==> src/rtl/sio_baud_gen_if.sv <==
// ============================================================================
// Module      : sio_baud_gen_if
// Description : Control/status bundle between the SIO core and its baud generator.
// Revision    : 1.0 - initial release
// ============================================================================
`default_nettype none

interface sio_baud_gen_if #(
    parameter int CNT_W  = 16,
    parameter int FRAC_W = 4
) ();
    logic              en;
    logic              div_wr;
    logic [CNT_W-1:0]  div_in;
    logic [FRAC_W-1:0] frac_in;
    logic              div_pend;
    logic              tick_ovs;
    logic              tick_bit;
    logic              sio_clk;

    modport master (
        output en, div_wr, div_in, frac_in,
        input  div_pend, tick_ovs, tick_bit, sio_clk
    );

    modport slave (
        input  en, div_wr, div_in, frac_in,
        output div_pend, tick_ovs, tick_bit, sio_clk
    );
endinterface

`default_nettype wire

==> src/rtl/sio_baud_gen.sv <==
// ============================================================================
// Module      : sio_baud_gen
// Description : Programmable baud generator; shadowed divisor applied at period
//               boundaries. Optional fractional divisor via SIO_BAUD_FRAC_EN.
// Revision    : 1.0 - initial release
// ============================================================================
`default_nettype none

module sio_baud_gen #(
    parameter int CNT_W   = 16,
    parameter int DEF_DIV = 312,
    parameter int OVS     = 16,
    parameter int FRAC_W  = 4
) (
    input  wire logic         clk,
    input  wire logic         rst,
    sio_baud_gen_if.slave     bus
);

    localparam int                 c_ovs_w    = (OVS > 2) ? $clog2(OVS) : 1;
    localparam logic [c_ovs_w-1:0] c_ovs_last = c_ovs_w'(OVS - 1);
    localparam logic [c_ovs_w-1:0] c_ovs_one  = c_ovs_w'(1);
    localparam logic [CNT_W-1:0]   c_def_div  = CNT_W'(DEF_DIV);
    localparam logic [CNT_W-1:0]   c_min_div  = CNT_W'(2);
    localparam logic [CNT_W-1:0]   c_one      = CNT_W'(1);

    logic [CNT_W-1:0]   cnt_q, cnt_d;
    logic [CNT_W-1:0]   div_act_q, div_act_d;
    logic [CNT_W-1:0]   shadow_q, shadow_d;
    logic               pend_q, pend_d;
    logic [c_ovs_w-1:0] ovs_cnt_q, ovs_cnt_d;
    logic               tick_ovs_q, tick_ovs_d;
    logic               tick_bit_q, tick_bit_d;
    logic               sio_clk_q, sio_clk_d;

    logic [CNT_W-1:0]   w_wr_div;
    logic [CNT_W-1:0]   w_next_div;
    logic [CNT_W-1:0]   w_reload;

    assign w_wr_div   = (bus.div_in < c_min_div) ? c_min_div : bus.div_in;
    // Divisor governing the next period: a coincident write beats the shadow.
    assign w_next_div = bus.div_wr ? w_wr_div : (pend_q ? shadow_q : div_act_q);

`ifdef SIO_BAUD_FRAC_EN
    logic [FRAC_W-1:0]  frac_acc_q, frac_acc_d;
    logic [FRAC_W-1:0]  frac_act_q, frac_act_d;
    logic [FRAC_W-1:0]  frac_sh_q, frac_sh_d;
    logic [FRAC_W-1:0]  w_next_frac;
    logic [FRAC_W-1:0]  w_acc_sum;
    logic               w_carry;

    assign w_next_frac          = bus.div_wr ? bus.frac_in : (pend_q ? frac_sh_q : frac_act_q);
    assign {w_carry, w_acc_sum} = {1'b0, frac_acc_q} + {1'b0, w_next_frac};
    // Accumulator carry stretches the upcoming period by one clock.
    assign w_reload             = w_carry ? w_next_div : (w_next_div - c_one);
`else
    assign w_reload             = w_next_div - c_one;
`endif

    always_comb begin
        cnt_d      = cnt_q;
        div_act_d  = div_act_q;
        shadow_d   = shadow_q;
        pend_d     = pend_q;
        ovs_cnt_d  = ovs_cnt_q;
        tick_ovs_d = 1'b0;
        tick_bit_d = 1'b0;
        sio_clk_d  = sio_clk_q;
`ifdef SIO_BAUD_FRAC_EN
        frac_acc_d = frac_acc_q;
        frac_act_d = frac_act_q;
        frac_sh_d  = frac_sh_q;
`endif
        if (bus.div_wr) begin
            shadow_d = w_wr_div;
            pend_d   = 1'b1;
`ifdef SIO_BAUD_FRAC_EN
            frac_sh_d = bus.frac_in;
`endif
        end

        if (!bus.en) begin
            div_act_d = w_next_div;
            shadow_d  = w_next_div;
            pend_d    = 1'b0;
            cnt_d     = w_next_div - c_one;
            ovs_cnt_d = '0;
            sio_clk_d = 1'b0;
`ifdef SIO_BAUD_FRAC_EN
            frac_act_d = w_next_frac;
            frac_sh_d  = w_next_frac;
            frac_acc_d = '0;
`endif
        end else if (cnt_q == '0) begin
            div_act_d  = w_next_div;
            shadow_d   = w_next_div;
            pend_d     = 1'b0;
            cnt_d      = w_reload;
            tick_ovs_d = 1'b1;
            tick_bit_d = (ovs_cnt_q == c_ovs_last);
            ovs_cnt_d  = ovs_cnt_q + c_ovs_one;
            sio_clk_d  = ~sio_clk_q;
`ifdef SIO_BAUD_FRAC_EN
            frac_act_d = w_next_frac;
            frac_sh_d  = w_next_frac;
            frac_acc_d = w_acc_sum;
`endif
        end else begin
            cnt_d = cnt_q - c_one;
        end
    end

    always_ff @(posedge clk) begin
        if (rst) begin
            cnt_q      <= c_def_div - c_one;
            div_act_q  <= c_def_div;
            shadow_q   <= c_def_div;
            pend_q     <= 1'b0;
            ovs_cnt_q  <= '0;
            tick_ovs_q <= 1'b0;
            tick_bit_q <= 1'b0;
            sio_clk_q  <= 1'b0;
`ifdef SIO_BAUD_FRAC_EN
            frac_acc_q <= '0;
            frac_act_q <= '0;
            frac_sh_q  <= '0;
`endif
        end else begin
            cnt_q      <= cnt_d;
            div_act_q  <= div_act_d;
            shadow_q   <= shadow_d;
            pend_q     <= pend_d;
            ovs_cnt_q  <= ovs_cnt_d;
            tick_ovs_q <= tick_ovs_d;
            tick_bit_q <= tick_bit_d;
            sio_clk_q  <= sio_clk_d;
`ifdef SIO_BAUD_FRAC_EN
            frac_acc_q <= frac_acc_d;
            frac_act_q <= frac_act_d;
            frac_sh_q  <= frac_sh_d;
`endif
        end
    end

    assign bus.div_pend = pend_q;
    assign bus.tick_ovs = tick_ovs_q;
    assign bus.tick_bit = tick_bit_q;
    assign bus.sio_clk  = sio_clk_q;

endmodule

`default_nettype wire

==> src/flat_wrapper.sv <==
// flat-port wrapper written by rule: the top's interface ports become plain ports
module sio_baud_gen_flat 
#(
    parameter int CNT_W   = 16,
    parameter int DEF_DIV = 312,
    parameter int OVS     = 16,
    parameter int FRAC_W  = 4
)
  (clk, rst, bus_en, bus_div_wr, bus_div_in, bus_frac_in, bus_div_pend, bus_tick_ovs, bus_tick_bit, bus_sio_clk);
  sio_baud_gen_if #(.CNT_W(CNT_W), .FRAC_W(FRAC_W)) bus_i ();
  input  wire logic clk;
  input  wire logic rst;
  input wire logic [$bits(bus_i.en)-1:0] bus_en;
  input wire logic [$bits(bus_i.div_wr)-1:0] bus_div_wr;
  input wire logic [$bits(bus_i.div_in)-1:0] bus_div_in;
  input wire logic [$bits(bus_i.frac_in)-1:0] bus_frac_in;
  output wire logic [$bits(bus_i.div_pend)-1:0] bus_div_pend;
  output wire logic [$bits(bus_i.tick_ovs)-1:0] bus_tick_ovs;
  output wire logic [$bits(bus_i.tick_bit)-1:0] bus_tick_bit;
  output wire logic [$bits(bus_i.sio_clk)-1:0] bus_sio_clk;
  assign bus_i.en = bus_en;
  assign bus_i.div_wr = bus_div_wr;
  assign bus_i.div_in = bus_div_in;
  assign bus_i.frac_in = bus_frac_in;
  assign bus_div_pend = bus_i.div_pend;
  assign bus_tick_ovs = bus_i.tick_ovs;
  assign bus_tick_bit = bus_i.tick_bit;
  assign bus_sio_clk = bus_i.sio_clk;
  sio_baud_gen #(.CNT_W(CNT_W), .DEF_DIV(DEF_DIV), .OVS(OVS), .FRAC_W(FRAC_W)) u_core (.clk(clk), .rst(rst), .bus(bus_i));
endmodule
==> config.mk <==
export PLATFORM = sky130hd
export DESIGN_NAME = sio_baud_gen_flat
export DESIGN_NICKNAME = d
export VERILOG_FILES = /design/src/rtl/sio_baud_gen_if.sv /design/src/rtl/sio_baud_gen.sv /design/src/flat_wrapper.sv
export SDC_FILE = /design/constraint.sdc
export NUM_CORES = 1
export LEC_CHECK = 0
export CAP_MARGIN = 20
export CORE_ASPECT_RATIO = 0.8
export CORE_MARGIN = 8
export CORE_UTILIZATION = 40
export DETAILED_ROUTE_END_ITERATION = 12
export GPL_TIMING_DRIVEN = 0
export PLACE_DENSITY = 0.64
export SYNTH_ARGS = -nofsm -noshare
export SYNTH_HDL_FRONTEND = slang
export SYNTH_SLANG_ARGS = --single-unit
export TNS_END_PERCENT = 20
==> constraint.sdc <==
create_clock -name clk -period 7.25 [get_ports clk]
set_clock_uncertainty 0.15 [all_clocks]
set_input_delay 0.725 -clock clk [delete_from_list [all_inputs] [get_ports clk]]
set_output_delay 0.725 -clock clk [all_outputs]
set_load 0.02 [all_outputs]
==> results of run 1 <==
[per-layer routing]
| metal | global-route usage [%] | vias to the layer above | routed length, microns |
|---|---|---|---|
| met3 | 4.17 | 14 | 688 |
| met4 | 6.64 | 0 | 138 |
| met1 | 23.4 | 1370 | 4140 |
| li1 | - | 1403 | - |
| met5 | 0 | - | 0 |
| met2 | 26.7 | 114 | 3810 |
[registers in the layout, indices dropped and copies added, names as in the netlist]
name,count
u_core.div_act_q,16
u_core.shadow_q,16
u_core.bus.tick_bit,1
u_core.bus.tick_ovs,1
u_core.ovs_cnt_q,4
u_core.bus.sio_clk,1
u_core.cnt_q,16
u_core.bus.div_pend,1
[power by group through the flow]
| stage | Combinational [mW] | Clock [mW] | Sequential, mW |
|---|---|---|---|
| 3_3_place_gp | 0.117 | 0 | 0.346 |
| 6_report | 0.121 | 0.207 | 0.340 |
| 2_1_floorplan | 0.0800 | 0 | 0.343 |
| 5_1_grt | 0.134 | 0.228 | 0.342 |
| 3_5_place_dp | 0.119 | 0 | 0.346 |
| 4_1_cts | 0.120 | 0.211 | 0.339 |
[cell type report]
class	count	area, sq um
Fill cell	752	3890
Multi-Input combinational cell	290	1760
Sequential cell	56	1120
Timing Repair Buffer	23	230
Tap cell	90	113
Buffer	23	111
Clock buffer	6	72.6
Clock inverter	2	35.0
Inverter	6	22.5
[kinds of logic (layout without fill, tap and decap cells)]
kind of cell / count (synthesis) / in the layout / synth area share, %
DFF: 56 / 56 / 37.1
xor gates and xnor gates: 21 / 21 / 6.09
and+or+nand+nor: 157 / 157 / 25.2
muxes: 20 / 20 / 6.72
AOI/OAI and AO/OA: 89 / 89 / 19.1
buffers and inverters: 29 / 60 / 4.44
adders and majority gates: 3 / 3 / 1.24
[layout by cell type (no fill, tap or decap), types with 8 or more instances in the layout]
cell / netlist / layout
sky130_fd_sc_hd__a21oi_1: 26 / 26
sky130_fd_sc_hd__clkbuf_1: 11 / 12
sky130_fd_sc_hd__nor3_1: 10 / 10
sky130_fd_sc_hd__xnor2_1: 13 / 13
sky130_fd_sc_hd__dfxtp_1: 56 / 56
sky130_fd_sc_hd__buf_2: 8 / 8
sky130_fd_sc_hd__xor2_1: 8 / 8
sky130_fd_sc_hd__o21ai_0: 19 / 19
sky130_fd_sc_hd__nand3_1: 18 / 18
sky130_fd_sc_hd__clkdlybuf4s50_1: 0 / 23
sky130_fd_sc_hd__nor2_1: 35 / 35
sky130_fd_sc_hd__nand2_1: 54 / 54
sky130_fd_sc_hd__mux2i_1: 18 / 18
[metrics by stage]
step | hold slack [ps] | util, % | instances | setup WS (ps)
2_1_floorplan | 265 | - | 375 | 3950
3_3_place_gp | 281 | 45.7 | 488 | 2800
3_5_place_dp | 286 | 45.7 | 488 | 2710
4_1_cts | 301 | 47.1 | 496 | 3020
5_1_grt | 329 | 47.1 | 496 | 2690
6_report | 299 | 47.1 | 496 | 2930
[worst max-delay path by stage]
stage,endpoint,slack (ps),cells after the start
after floorplan,u_core.cnt_q[14],3950,9
after global placement,u_core.cnt_q[14],2800,12
after detailed placement,u_core.cnt_q[14],2710,12
after CTS,u_core.cnt_q[14],3020,12
after global routing,u_core.cnt_q[14],2690,12
final,u_core.cnt_q[14],2930,12
[worst min-delay path: stages, from the launching register on]
cell	delay, ps
sky130_fd_sc_hd__dfxtp_1	330
sky130_fd_sc_hd__nand2_1	50
sky130_fd_sc_hd__nand2_1	40
==> flow_results.xml, run 1 <==
<?xml version="1.0" encoding="UTF-8"?>
<metrics>
  <group name="die">
    <metric name="row_count" unit="">28</metric>
    <metric name="design.die.area" unit="sq um">10600</metric>
    <metric name="top_level_ports" unit="">28</metric>
    <metric name="floorplan.die.height" unit="microns">93.7</metric>
    <metric name="core" unit="sq um">7360</metric>
    <metric name="floorplan.initialDensity" unit="%">41.0</metric>
    <metric name="fp.dieW" unit="microns">113</metric>
  </group>
  <group name="power_and_ir_drop">
    <metric name="cellInternalPower" unit="uW">477</metric>
    <metric name="power_density" unit="nW/um^2">193</metric>
    <metric name="power.net_switching" unit="uW">190</metric>
    <metric name="power_switching_share" unit="%">28.5</metric>
    <metric name="p_comb_share" unit="%">18.1</metric>
    <metric name="seqPwrFrac" unit="%">50.9</metric>
    <metric name="power_frac_clock" unit="%">31.0</metric>
    <metric name="vdd.ir_drop.worst" unit="uV">85.7</metric>
    <metric name="leakage" unit="nW">1.25</metric>
    <metric name="total_power" unit="uW">668</metric>
  </group>
  <group name="worst_setup_path">
    <metric name="critical_path.endpoint_type" unit="">flop</metric>
    <metric name="timing_worst_setup_path_type" unit="">primary input to flop</metric>
    <metric name="critPathTopFamily" unit="">buffers and inverters</metric>
    <metric name="crit_fanout" unit="">10</metric>
    <metric name="crit_buf_inv" unit="">5</metric>
    <metric name="rr_worst_depth" unit="">11</metric>
    <metric name="r2r_setup_slack" unit="ps">3610</metric>
    <metric name="cp_cell_sequence" unit="">clkdlybuf4s50_1 &gt; buf_2 &gt; clkbuf_1 &gt; buf_2 &gt; buf_1 &gt; o22a_1 &gt; ha_1 &gt; o21ai_0 &gt; nor3_1 &gt; nand4_1 &gt; xor2_1 &gt; a211oi_1</metric>
    <metric name="timing.critical_path.from_type" unit="">primary input</metric>
    <metric name="timing.critical_path.arrival" unit="ps">4390</metric>
    <metric name="timing.critical_path.required" unit="ps">7320</metric>
    <metric name="timing.critical_path.slowest_cell_delay" unit="ps">510</metric>
    <metric name="r2r-start" unit="">u_core.bus.div_pend</metric>
    <metric name="timing.critical_path.slowest_stage_cell" unit="">sky130_fd_sc_hd__nor3_1</metric>
    <metric name="startpoint" unit="">bus_div_wr</metric>
    <metric name="path_common_cell" unit="">sky130_fd_sc_hd__buf_2</metric>
    <metric name="reg_to_reg_critical_path_endpoint" unit="">u_core.cnt_q[14]</metric>
  </group>
  <group name="worst_hold_path">
    <metric name="hold-path-cell-count" unit="">2</metric>
    <metric name="hold_class" unit="">flop to flop</metric>
    <metric name="hold_path.startpoint" unit="">u_core.shadow_q[3]</metric>
    <metric name="hold-path-endpoint" unit="">u_core.shadow_q[3]</metric>
  </group>
  <group name="logic_synthesis">
    <metric name="netlist.top_cell.by_area" unit="">sky130_fd_sc_hd__dfxtp_1</metric>
    <metric name="yosys-top-cells-count" unit="">56 x sky130_fd_sc_hd__dfxtp_1, 54 x sky130_fd_sc_hd__nand2_1, 35 x sky130_fd_sc_hd__nor2_1, 26 x sky130_fd_sc_hd__a21oi_1, 19 x sky130_fd_sc_hd__o21ai_0</metric>
    <metric name="postSynthAreaPerCell" unit="sq um">8.05</metric>
    <metric name="post_synth_top_area_share" unit="%">37.1</metric>
    <metric name="synth_nets" unit="">402</metric>
    <metric name="netlist_area" unit="sq um">3020</metric>
    <metric name="synth-main-ff-cell" unit="">sky130_fd_sc_hd__dfxtp_1</metric>
    <metric name="proportion_of_register_bits_with_asynchronous_set_or_reset_after_synthesis" unit="%">0</metric>
    <metric name="netlist_top_cells_area" unit="">sky130_fd_sc_hd__dfxtp_1 37%, sky130_fd_sc_hd__nand2_1 6.7%, sky130_fd_sc_hd__mux2i_1 6.0%</metric>
    <metric name="yosysWarnings" unit="">0</metric>
    <metric name="synth-seq-cells" unit="">56</metric>
    <metric name="yosysSeqAreaShare" unit="%">37.1</metric>
    <metric name="synth_cell_type_count" unit="">57</metric>
    <metric name="postSynthCellCount" unit="">375</metric>
    <metric name="synth_most_common_cell" unit="">sky130_fd_sc_hd__dfxtp_1</metric>
    <metric name="number_of_flops_mapped_to_enable_cells_by_yosys" unit="">0</metric>
  </group>
  <group name="global_routing">
    <metric name="largest_net_degree_at_the_start_of_global_routing" unit="">17</metric>
    <metric name="antenna_found_initial" unit="">0</metric>
    <metric name="grt_overall_usage" unit="%">17.5</metric>
    <metric name="wire_length_of_the_first_global_routing_pass" unit="microns">14900</metric>
    <metric name="globalRouteOverflowTotal" unit="">0</metric>
    <metric name="grt_pass1_vias" unit="">2888</metric>
  </group>
  <group name="clocking">
    <metric name="postCtsSetupBuffers" unit="">0</metric>
    <metric name="cts.path.max_buffers" unit="">2</metric>
    <metric name="cts_tree" unit="">built</metric>
    <metric name="cts-htree-levels" unit="">2</metric>
    <metric name="worst_skew_late_latency" unit="ps">310</metric>
    <metric name="cts.root.buffer_cell" unit="">sky130_fd_sc_hd__clkbuf_8</metric>
    <metric name="tritoncts.num_buffers" unit="">5</metric>
    <metric name="cts.sink_count" unit="">56</metric>
    <metric name="postCtsResizedCells" unit="">0</metric>
    <metric name="cts.reportedPaths.clkPinSlew" unit="ps">100</metric>
    <metric name="post_cts_hold_buffer_count" unit="">0</metric>
  </group>
  <group name="sta">
    <metric name="worst-slew-pin-transition" unit="ps">747</metric>
    <metric name="timing_max_transition_violations_final" unit="">0</metric>
    <metric name="finalWorstPathRequiredPeriod" unit="ps">4320</metric>
    <metric name="fmax" unit="MHz">232</metric>
    <metric name="finalSetupTns" unit="ps">0</metric>
    <metric name="report.final.setup_viol" unit="">0</metric>
    <metric name="grt_setup_unrepaired" unit="">false</metric>
    <metric name="report.final.hold_viol_count" unit="">0</metric>
    <metric name="maxSlewHeadroom" unit="%">49.6</metric>
    <metric name="layout_worst_path_cycle_share" unit="%">59.6</metric>
  </group>
  <group name="drt">
    <metric name="route.final.wire_length" unit="microns">8780</metric>
    <metric name="ant_nets" unit="">0</metric>
    <metric name="routed-via-count" unit="">2901</metric>
    <metric name="dr.pass1.iters" unit="">4</metric>
    <metric name="route.detailed.wl_per_inst" unit="microns">17.7</metric>
    <metric name="drt_via_density" unit="">5.85</metric>
    <metric name="drc_errors" unit="">0</metric>
    <metric name="drt-initial-drc-count" unit="">328</metric>
  </group>
  <group name="layout">
    <metric name="antenna_cells_inserted" unit="">0</metric>
    <metric name="final_cell_area" unit="sq um">3470</metric>
    <metric name="finish.net_count" unit="">432</metric>
    <metric name="final_layout_size_suffix_gt1_share" unit="%">6.90</metric>
    <metric name="areaGrowthSynthToFinish" unit="%">14.9</metric>
  </group>
  <group name="job">
    <metric name="max_cap_violations" unit="">0</metric>
  </group>
  <group name="placement">
    <metric name="gp_routability_congestion" unit="">0.893</metric>
    <metric name="numPortBuffers" unit="">23</metric>
    <metric name="postPlaceCellArea" unit="sq um">3360</metric>
    <metric name="detailed_place_hpwl" unit="microns">6460</metric>
  </group>
  <group name="run_status">
    <metric name="status" unit="">completed</metric>
  </group>
</metrics>
No activity file was read; power rests on OpenSTA's default activity.
==> run 2, diff against run 1 <==
--- a/config.mk
+++ b/config.mk
@@ -11,7 +11,7 @@
 export CORE_UTILIZATION = 40
 export DETAILED_ROUTE_END_ITERATION = 12
 export GPL_TIMING_DRIVEN = 0
-export PLACE_DENSITY = 0.64
+export PLACE_DENSITY = 0.66
 export SYNTH_ARGS = -nofsm -noshare
 export SYNTH_HDL_FRONTEND = slang
 export SYNTH_SLANG_ARGS = --single-unit
==> constraint.sdc (replaced) <==
create_clock -name clk -period 3.7 [get_ports clk]
set_clock_uncertainty 0.15 [all_clocks]
set_input_delay 0.37 -clock clk [delete_from_list [all_inputs] [get_ports clk]]
set_output_delay 0.37 -clock clk [all_outputs]
set_load 0.02 [all_outputs]
==> flow_results.xml, run 2 (same netlist as run 1, synthesis figures left out) <==
<?xml version="1.0" encoding="UTF-8"?>
<metrics>
  <group name="worst_setup_path">
    <metric name="r2r_setup_slack" unit="ps">280</metric>
    <metric name="startpoint" unit="">bus_div_in[4]</metric>
    <metric name="critical_path.endpoint_type" unit="">flop</metric>
    <metric name="reg_to_reg_critical_path_endpoint" unit="">u_core.cnt_q[14]</metric>
    <metric name="crit_fanout" unit="">5</metric>
    <metric name="timing.critical_path.from_type" unit="">primary input</metric>
    <metric name="timing_worst_setup_path_type" unit="">primary input to flop</metric>
    <metric name="timing.critical_path.arrival" unit="ps">3580</metric>
    <metric name="r2r-start" unit="">u_core.bus.div_pend</metric>
    <metric name="rr_worst_depth" unit="">11</metric>
    <metric name="timing.critical_path.required" unit="ps">3780</metric>
    <metric name="crit_end" unit="">u_core.cnt_q[14]</metric>
  </group>
  <group name="drt">
    <metric name="route.final.wire_length" unit="microns">8650</metric>
    <metric name="dr.pass1.iters" unit="">5</metric>
    <metric name="drt-initial-drc-count" unit="">273</metric>
    <metric name="ant_nets" unit="">0</metric>
    <metric name="drt_via_density" unit="">5.86</metric>
    <metric name="route.detailed.wl_per_inst" unit="microns">17.5</metric>
    <metric name="drc_errors" unit="">0</metric>
    <metric name="routed-via-count" unit="">2899</metric>
  </group>
  <group name="die">
    <metric name="floorplan.initialDensity" unit="%">41.0</metric>
    <metric name="top_level_ports" unit="">28</metric>
    <metric name="row_count" unit="">28</metric>
    <metric name="core" unit="sq um">7360</metric>
    <metric name="floorplan.die.height" unit="microns">93.7</metric>
    <metric name="fp.dieW" unit="microns">113</metric>
    <metric name="design.die.area" unit="sq um">10600</metric>
  </group>
  <group name="sta">
    <metric name="report.final.hold_viol_count" unit="">0</metric>
    <metric name="report.final.setup_viol" unit="">0</metric>
    <metric name="fmax" unit="MHz">286</metric>
    <metric name="finalWorstPathRequiredPeriod" unit="ps">3500</metric>
    <metric name="maxSlewHeadroom" unit="%">51.3</metric>
    <metric name="worst-slew-pin-transition" unit="ps">722</metric>
    <metric name="layout_worst_path_cycle_share" unit="%">94.6</metric>
    <metric name="timing_max_transition_violations_final" unit="">0</metric>
    <metric name="grt_setup_unrepaired" unit="">false</metric>
    <metric name="finalSetupTns" unit="ps">0</metric>
  </group>
  <group name="layout">
    <metric name="reg.largest.list" unit="">u_core.cnt_q (16), u_core.div_act_q (16), u_core.shadow_q (16)</metric>
    <metric name="finish.net_count" unit="">431</metric>
    <metric name="layout.cells.most_common" unit="">sky130_fd_sc_hd__dfxtp_1</metric>
    <metric name="most-common-layout-cells" unit="">56 x sky130_fd_sc_hd__dfxtp_1, 54 x sky130_fd_sc_hd__nand2_1, 35 x sky130_fd_sc_hd__nor2_1, 26 x sky130_fd_sc_hd__a21oi_1, 23 x sky130_fd_sc_hd__clkdlybuf4s50_1</metric>
    <metric name="final_cell_area" unit="sq um">3470</metric>
    <metric name="layout.filler_cells" unit="">723</metric>
    <metric name="areaGrowthSynthToFinish" unit="%">14.8</metric>
    <metric name="final_layout_size_suffix_gt1_share" unit="%">7.65</metric>
    <metric name="antenna_cells_inserted" unit="">0</metric>
    <metric name="final_core_utilization" unit="%">47.1</metric>
  </group>
  <group name="run_status">
    <metric name="status" unit="">completed</metric>
  </group>
  <group name="clocking">
    <metric name="cts.root.buffer_cell" unit="">sky130_fd_sc_hd__clkbuf_8</metric>
    <metric name="cts.path.max_buffers" unit="">2</metric>
    <metric name="post_cts_hold_buffer_count" unit="">0</metric>
    <metric name="cts.sink_count" unit="">56</metric>
    <metric name="postCtsSetupBuffers" unit="">0</metric>
    <metric name="tritoncts.num_buffers" unit="">5</metric>
    <metric name="postCtsResizedCells" unit="">1</metric>
    <metric name="cts.reportedPaths.clkPinSlew" unit="ps">110</metric>
    <metric name="worst_skew_late_latency" unit="ps">320</metric>
    <metric name="cts-htree-levels" unit="">2</metric>
    <metric name="cts_tree" unit="">built</metric>
  </group>
  <group name="placement">
    <metric name="postPlaceCellArea" unit="sq um">3360</metric>
    <metric name="detailed_place_hpwl" unit="microns">6300</metric>
    <metric name="numPortBuffers" unit="">23</metric>
    <metric name="gp_routability_congestion" unit="">0.913</metric>
  </group>
  <group name="global_routing">
    <metric name="antenna_found_initial" unit="">0</metric>
    <metric name="globalRouteOverflowTotal" unit="">0</metric>
    <metric name="largest_net_degree_at_the_start_of_global_routing" unit="">19</metric>
    <metric name="grt_overall_usage" unit="%">16.5</metric>
    <metric name="grt_pass1_vias" unit="">2664</metric>
    <metric name="wire_length_of_the_first_global_routing_pass" unit="microns">13900</metric>
  </group>
  <group name="worst_hold_path">
    <metric name="hold_class" unit="">flop to flop</metric>
    <metric name="hold-path-cell-count" unit="">2</metric>
  </group>
  <group name="job">
    <metric name="max_cap_violations" unit="">0</metric>
  </group>
  <group name="power_and_ir_drop">
    <metric name="leakage" unit="nW">1.26</metric>
    <metric name="vdd.ir_drop.worst" unit="uV">156</metric>
    <metric name="power_density" unit="nW/um^2">364</metric>
  </group>
</metrics>
-- run 2: layout make-up --
| type | count | area, sq um | share of cell area [%] |
|---|---|---|---|
| clock inverters | 3 | 22.5 | 0.650 |
| multi-input cells | 290 | 1780 | 51.3 |
| flip-flops and latches | 56 | 1120 | 32.3 |
| plain buffers | 22 | 109 | 3.14 |
| well taps | 90 | 113 | 3.25 |
| repair buffers | 23 | 230 | 6.64 |
| clock buffers | 5 | 68.8 | 1.99 |
| inverters | 6 | 22.5 | 0.650 |
-- run 2: worst min path at each step --
stage / end / slack, ps / startpoint
2_1_floorplan: u_core.shadow_q[3] / 270 / u_core.shadow_q[3]
3_3_place_gp: u_core.shadow_q[3] / 280 / u_core.shadow_q[3]
3_5_place_dp: u_core.shadow_q[3] / 280 / u_core.shadow_q[3]
4_1_cts: u_core.shadow_q[3] / 300 / u_core.shadow_q[3]
5_1_grt: u_core.div_act_q[13] / 340 / u_core.div_act_q[13]
6_report: u_core.shadow_q[3] / 290 / u_core.shadow_q[3]
-- run 2: metrics by stage --
step	total power, mW	worst slack [ps]	hold WS (ps)	std cells
after global routing	1.33	19.0	338	495
after detailed placement	0.911	-405	281	488
after global placement	0.907	-395	281	488
after CTS	1.27	72.1	297	496
after floorplan	0.829	696	265	375
final	1.26	198	294	495
-- run 2: critical path, cell delays in order --
cell                              delay (ps)
sky130_fd_sc_hd__clkdlybuf4s50_1         520
sky130_fd_sc_hd__or4_1                   610
sky130_fd_sc_hd__o41ai_4                 520
sky130_fd_sc_hd__o22a_1                  230
sky130_fd_sc_hd__ha_1                    180
sky130_fd_sc_hd__o21ai_0                 200
sky130_fd_sc_hd__nor3_2                  350
sky130_fd_sc_hd__nand4_1                 160
sky130_fd_sc_hd__xor2_1                  190
sky130_fd_sc_hd__a211oi_1                240
-- run 2: per-layer routing --
| metal | vias to the layer above | routed length [microns] | GRT usage, % |
|---|---|---|---|
| li1 | 1406 | - | - |
| met1 | 1371 | 4140 | 23.1 |
| met2 | 110 | 3760 | 25.0 |
| met3 | 12 | 635 | 2.89 |
| met4 | 0 | 110 | 5.31 |
| met5 | - | 0 | 0 |
-- run 2: where the power goes --
part	switching [mW]	internal, mW
clock	0.221	0.137
combinational	0.143	0.0958
sequential	0.0268	0.638
==> run 3, diff against run 2 <==
--- a/config.mk
+++ b/config.mk
@@ -7,8 +7,9 @@
 export LEC_CHECK = 0
 export CAP_MARGIN = 20
 export CORE_ASPECT_RATIO = 0.8
-export CORE_MARGIN = 8
+export CORE_MARGIN = 10
 export CORE_UTILIZATION = 40
+export CTS_BUF_LIST = sky130_fd_sc_hd__clkbuf_16
 export DETAILED_ROUTE_END_ITERATION = 12
 export GPL_TIMING_DRIVEN = 0
 export PLACE_DENSITY = 0.66
==> flow_results.xml, run 3 (same netlist as run 1, synthesis figures left out) <==
<?xml version="1.0" encoding="UTF-8"?>
<metrics>
  <group name="global_routing">
    <metric name="antenna_found_initial" unit="">0</metric>
    <metric name="largest_net_degree_at_the_start_of_global_routing" unit="">18</metric>
    <metric name="grt_pass1_vias" unit="">2815</metric>
    <metric name="globalRouteOverflowTotal" unit="">0</metric>
    <metric name="wire_length_of_the_first_global_routing_pass" unit="microns">14300</metric>
    <metric name="grt_overall_usage" unit="%">15.7</metric>
  </group>
  <group name="placement">
    <metric name="numPortBuffers" unit="">23</metric>
    <metric name="detailed_place_hpwl" unit="microns">6520</metric>
    <metric name="gp_routability_congestion" unit="">0.879</metric>
  </group>
  <group name="drt">
    <metric name="route.detailed.wl_per_inst" unit="microns">17.8</metric>
    <metric name="drc_errors" unit="">0</metric>
    <metric name="drt-initial-drc-count" unit="">335</metric>
    <metric name="drt_via_density" unit="">5.91</metric>
    <metric name="dr.pass1.iters" unit="">7</metric>
    <metric name="ant_nets" unit="">0</metric>
    <metric name="routed-via-count" unit="">2926</metric>
    <metric name="route.final.wire_length" unit="microns">8800</metric>
  </group>
  <group name="layout">
    <metric name="layout.cells.most_common" unit="">sky130_fd_sc_hd__dfxtp_1</metric>
    <metric name="finish.net_count" unit="">431</metric>
    <metric name="reg.largest.list" unit="">u_core.cnt_q (16), u_core.div_act_q (16), u_core.shadow_q (16)</metric>
    <metric name="final_layout_size_suffix_gt1_share" unit="%">7.41</metric>
    <metric name="most-common-layout-cells" unit="">56 x sky130_fd_sc_hd__dfxtp_1, 54 x sky130_fd_sc_hd__nand2_1, 35 x sky130_fd_sc_hd__nor2_1, 26 x sky130_fd_sc_hd__a21oi_1, 23 x sky130_fd_sc_hd__clkdlybuf4s50_1</metric>
    <metric name="areaGrowthSynthToFinish" unit="%">17.4</metric>
    <metric name="antenna_cells_inserted" unit="">0</metric>
    <metric name="final_core_utilization" unit="%">48.1</metric>
  </group>
  <group name="run_status">
    <metric name="status" unit="">completed</metric>
  </group>
  <group name="clocking">
    <metric name="cts-htree-levels" unit="">2</metric>
    <metric name="cts_tree" unit="">built</metric>
    <metric name="cts.root.buffer_cell" unit="">sky130_fd_sc_hd__clkbuf_16</metric>
    <metric name="cts.path.max_buffers" unit="">2</metric>
    <metric name="tritoncts.num_buffers" unit="">5</metric>
    <metric name="worst_skew_late_latency" unit="ps">310</metric>
    <metric name="cts.reportedPaths.clkPinSlew" unit="ps">70</metric>
    <metric name="cts.sink_count" unit="">56</metric>
    <metric name="postCtsSetupBuffers" unit="">0</metric>
  </group>
  <group name="die">
    <metric name="floorplan.initialDensity" unit="%">41.0</metric>
    <metric name="floorplan.die.height" unit="microns">97.7</metric>
    <metric name="design.die.area" unit="sq um">11400</metric>
    <metric name="fp.dieW" unit="microns">117</metric>
    <metric name="top_level_ports" unit="">28</metric>
    <metric name="row_count" unit="">28</metric>
    <metric name="core" unit="sq um">7360</metric>
  </group>
  <group name="worst_setup_path">
    <metric name="crit_buf_inv" unit="">1</metric>
    <metric name="crit_fanout" unit="">5</metric>
    <metric name="timing.critical_path.slowest_stage_cell" unit="">sky130_fd_sc_hd__or4_1</metric>
    <metric name="r2r-start" unit="">u_core.bus.div_pend</metric>
    <metric name="critical_path.endpoint_type" unit="">flop</metric>
    <metric name="timing.critical_path.from_type" unit="">primary input</metric>
    <metric name="timing.critical_path.arrival" unit="ps">3580</metric>
    <metric name="timing.critical_path.required" unit="ps">3760</metric>
    <metric name="timing_worst_setup_path_type" unit="">primary input to flop</metric>
    <metric name="cp_cell_sequence" unit="">clkdlybuf4s50_1 &gt; or4_1 &gt; o41ai_4 &gt; o22a_1 &gt; ha_1 &gt; o21ai_0 &gt; nor3_2 &gt; nand4_1 &gt; xor2_1 &gt; a211oi_1</metric>
    <metric name="timing.critical_path.slowest_cell_delay" unit="ps">620</metric>
    <metric name="critPathTopFamily" unit="">compound AO/OA/AOI/OAI gates</metric>
    <metric name="rr_worst_depth" unit="">11</metric>
    <metric name="reg_to_reg_critical_path_endpoint" unit="">u_core.cnt_q[14]</metric>
    <metric name="r2r_setup_slack" unit="ps">320</metric>
  </group>
  <group name="worst_hold_path">
    <metric name="hold_class" unit="">flop to flop</metric>
    <metric name="hold-path-endpoint" unit="">u_core.div_act_q[13]</metric>
    <metric name="hold_path.startpoint" unit="">u_core.div_act_q[13]</metric>
    <metric name="hold-path-cell-count" unit="">2</metric>
  </group>
  <group name="power_and_ir_drop">
    <metric name="power_density" unit="nW/um^2">411</metric>
    <metric name="total_power" unit="mW">1.46</metric>
    <metric name="leakage" unit="nW">1.30</metric>
    <metric name="vdd.ir_drop.worst" unit="uV">297</metric>
  </group>
  <group name="sta">
    <metric name="report.final.setup_viol" unit="">0</metric>
    <metric name="timing_max_transition_violations_final" unit="">0</metric>
    <metric name="report.final.hold_viol_count" unit="">0</metric>
    <metric name="maxSlewHeadroom" unit="%">48.1</metric>
    <metric name="layout_worst_path_cycle_share" unit="%">95.1</metric>
    <metric name="worst-slew-pin-transition" unit="ps">776</metric>
    <metric name="fmax" unit="MHz">284</metric>
    <metric name="finalWorstPathRequiredPeriod" unit="ps">3520</metric>
  </group>
  <group name="job">
    <metric name="max_cap_violations" unit="">0</metric>
  </group>
</metrics>
==> run 3: layout make-up <==
cell class	instances	area, sq um
Multi-Input combinational cell	290	1780
Fill cell	728	3810
Tap cell	90	113
Clock buffer	5	125
Timing Repair Buffer	23	230
Clock inverter	3	42.5
Buffer	22	109
Inverter	6	22.5
Sequential cell	56	1120
==> run 3: power by group <==
part,switching [mW],internal (mW)
Combinational,0.142,0.0960
Clock,0.231,0.320
Sequential,0.0273,0.638
Total,0.401,1.05
==> run 3: worst max path at each step <==
stage                            end  cells after the start  slack [ps]           startpoint
floorplan           u_core.cnt_q[14]                     11         700  u_core.bus.div_pend
global placement    u_core.cnt_q[14]                     12        -380           bus_div_wr
detailed placement  u_core.cnt_q[14]                     12        -400           bus_div_wr
CTS                 u_core.cnt_q[14]                     12          30           bus_div_wr
global route        u_core.cnt_q[14]                     10          -2        bus_div_in[4]
finish              u_core.cnt_q[14]                     10         180        bus_div_in[4]
==> run 3: worst min-delay path: cells and delay by family (launching register included) <==
kind            cells  cell delay, ps
compound gates      1              50
simple gates        1              50
flops               1             310
==> run 3: repair_timing <==
| action | in CTS | in global routing |
|---|---|---|
| endpoints found under the hold margin | 0 | 0 |
| endpoints found under the setup margin | 3 | 6 |
| resized for setup | 1 | 3 |
| hold buffers | 0 | 0 |
==> run 3: per-stage QoR <==
| step | TNS, ps | hold WS, ps | cells | instance area, sq um | setup WS [ps] |
|---|---|---|---|---|---|
| after floorplan | 0 | 265 | 375 | 3020 | 696 |
| after global placement | -1230 | 281 | 488 | 3360 | -384 |
| after detailed placement | -1400 | 295 | 488 | 3360 | -405 |
| after CTS | 0 | 306 | 496 | 3530 | 28.9 |
| after global routing | -2.02 | 331 | 495 | 3540 | -2.02 |
| final | 0 | 304 | 495 | 3540 | 182 |
==> run 3: per-layer routing <==
layer	track usage (%)	share of wire [%]
met5	0	0
met4	5.79	1.2
met3	3.70	8.1
met2	23.2	44
met1	21.4	47
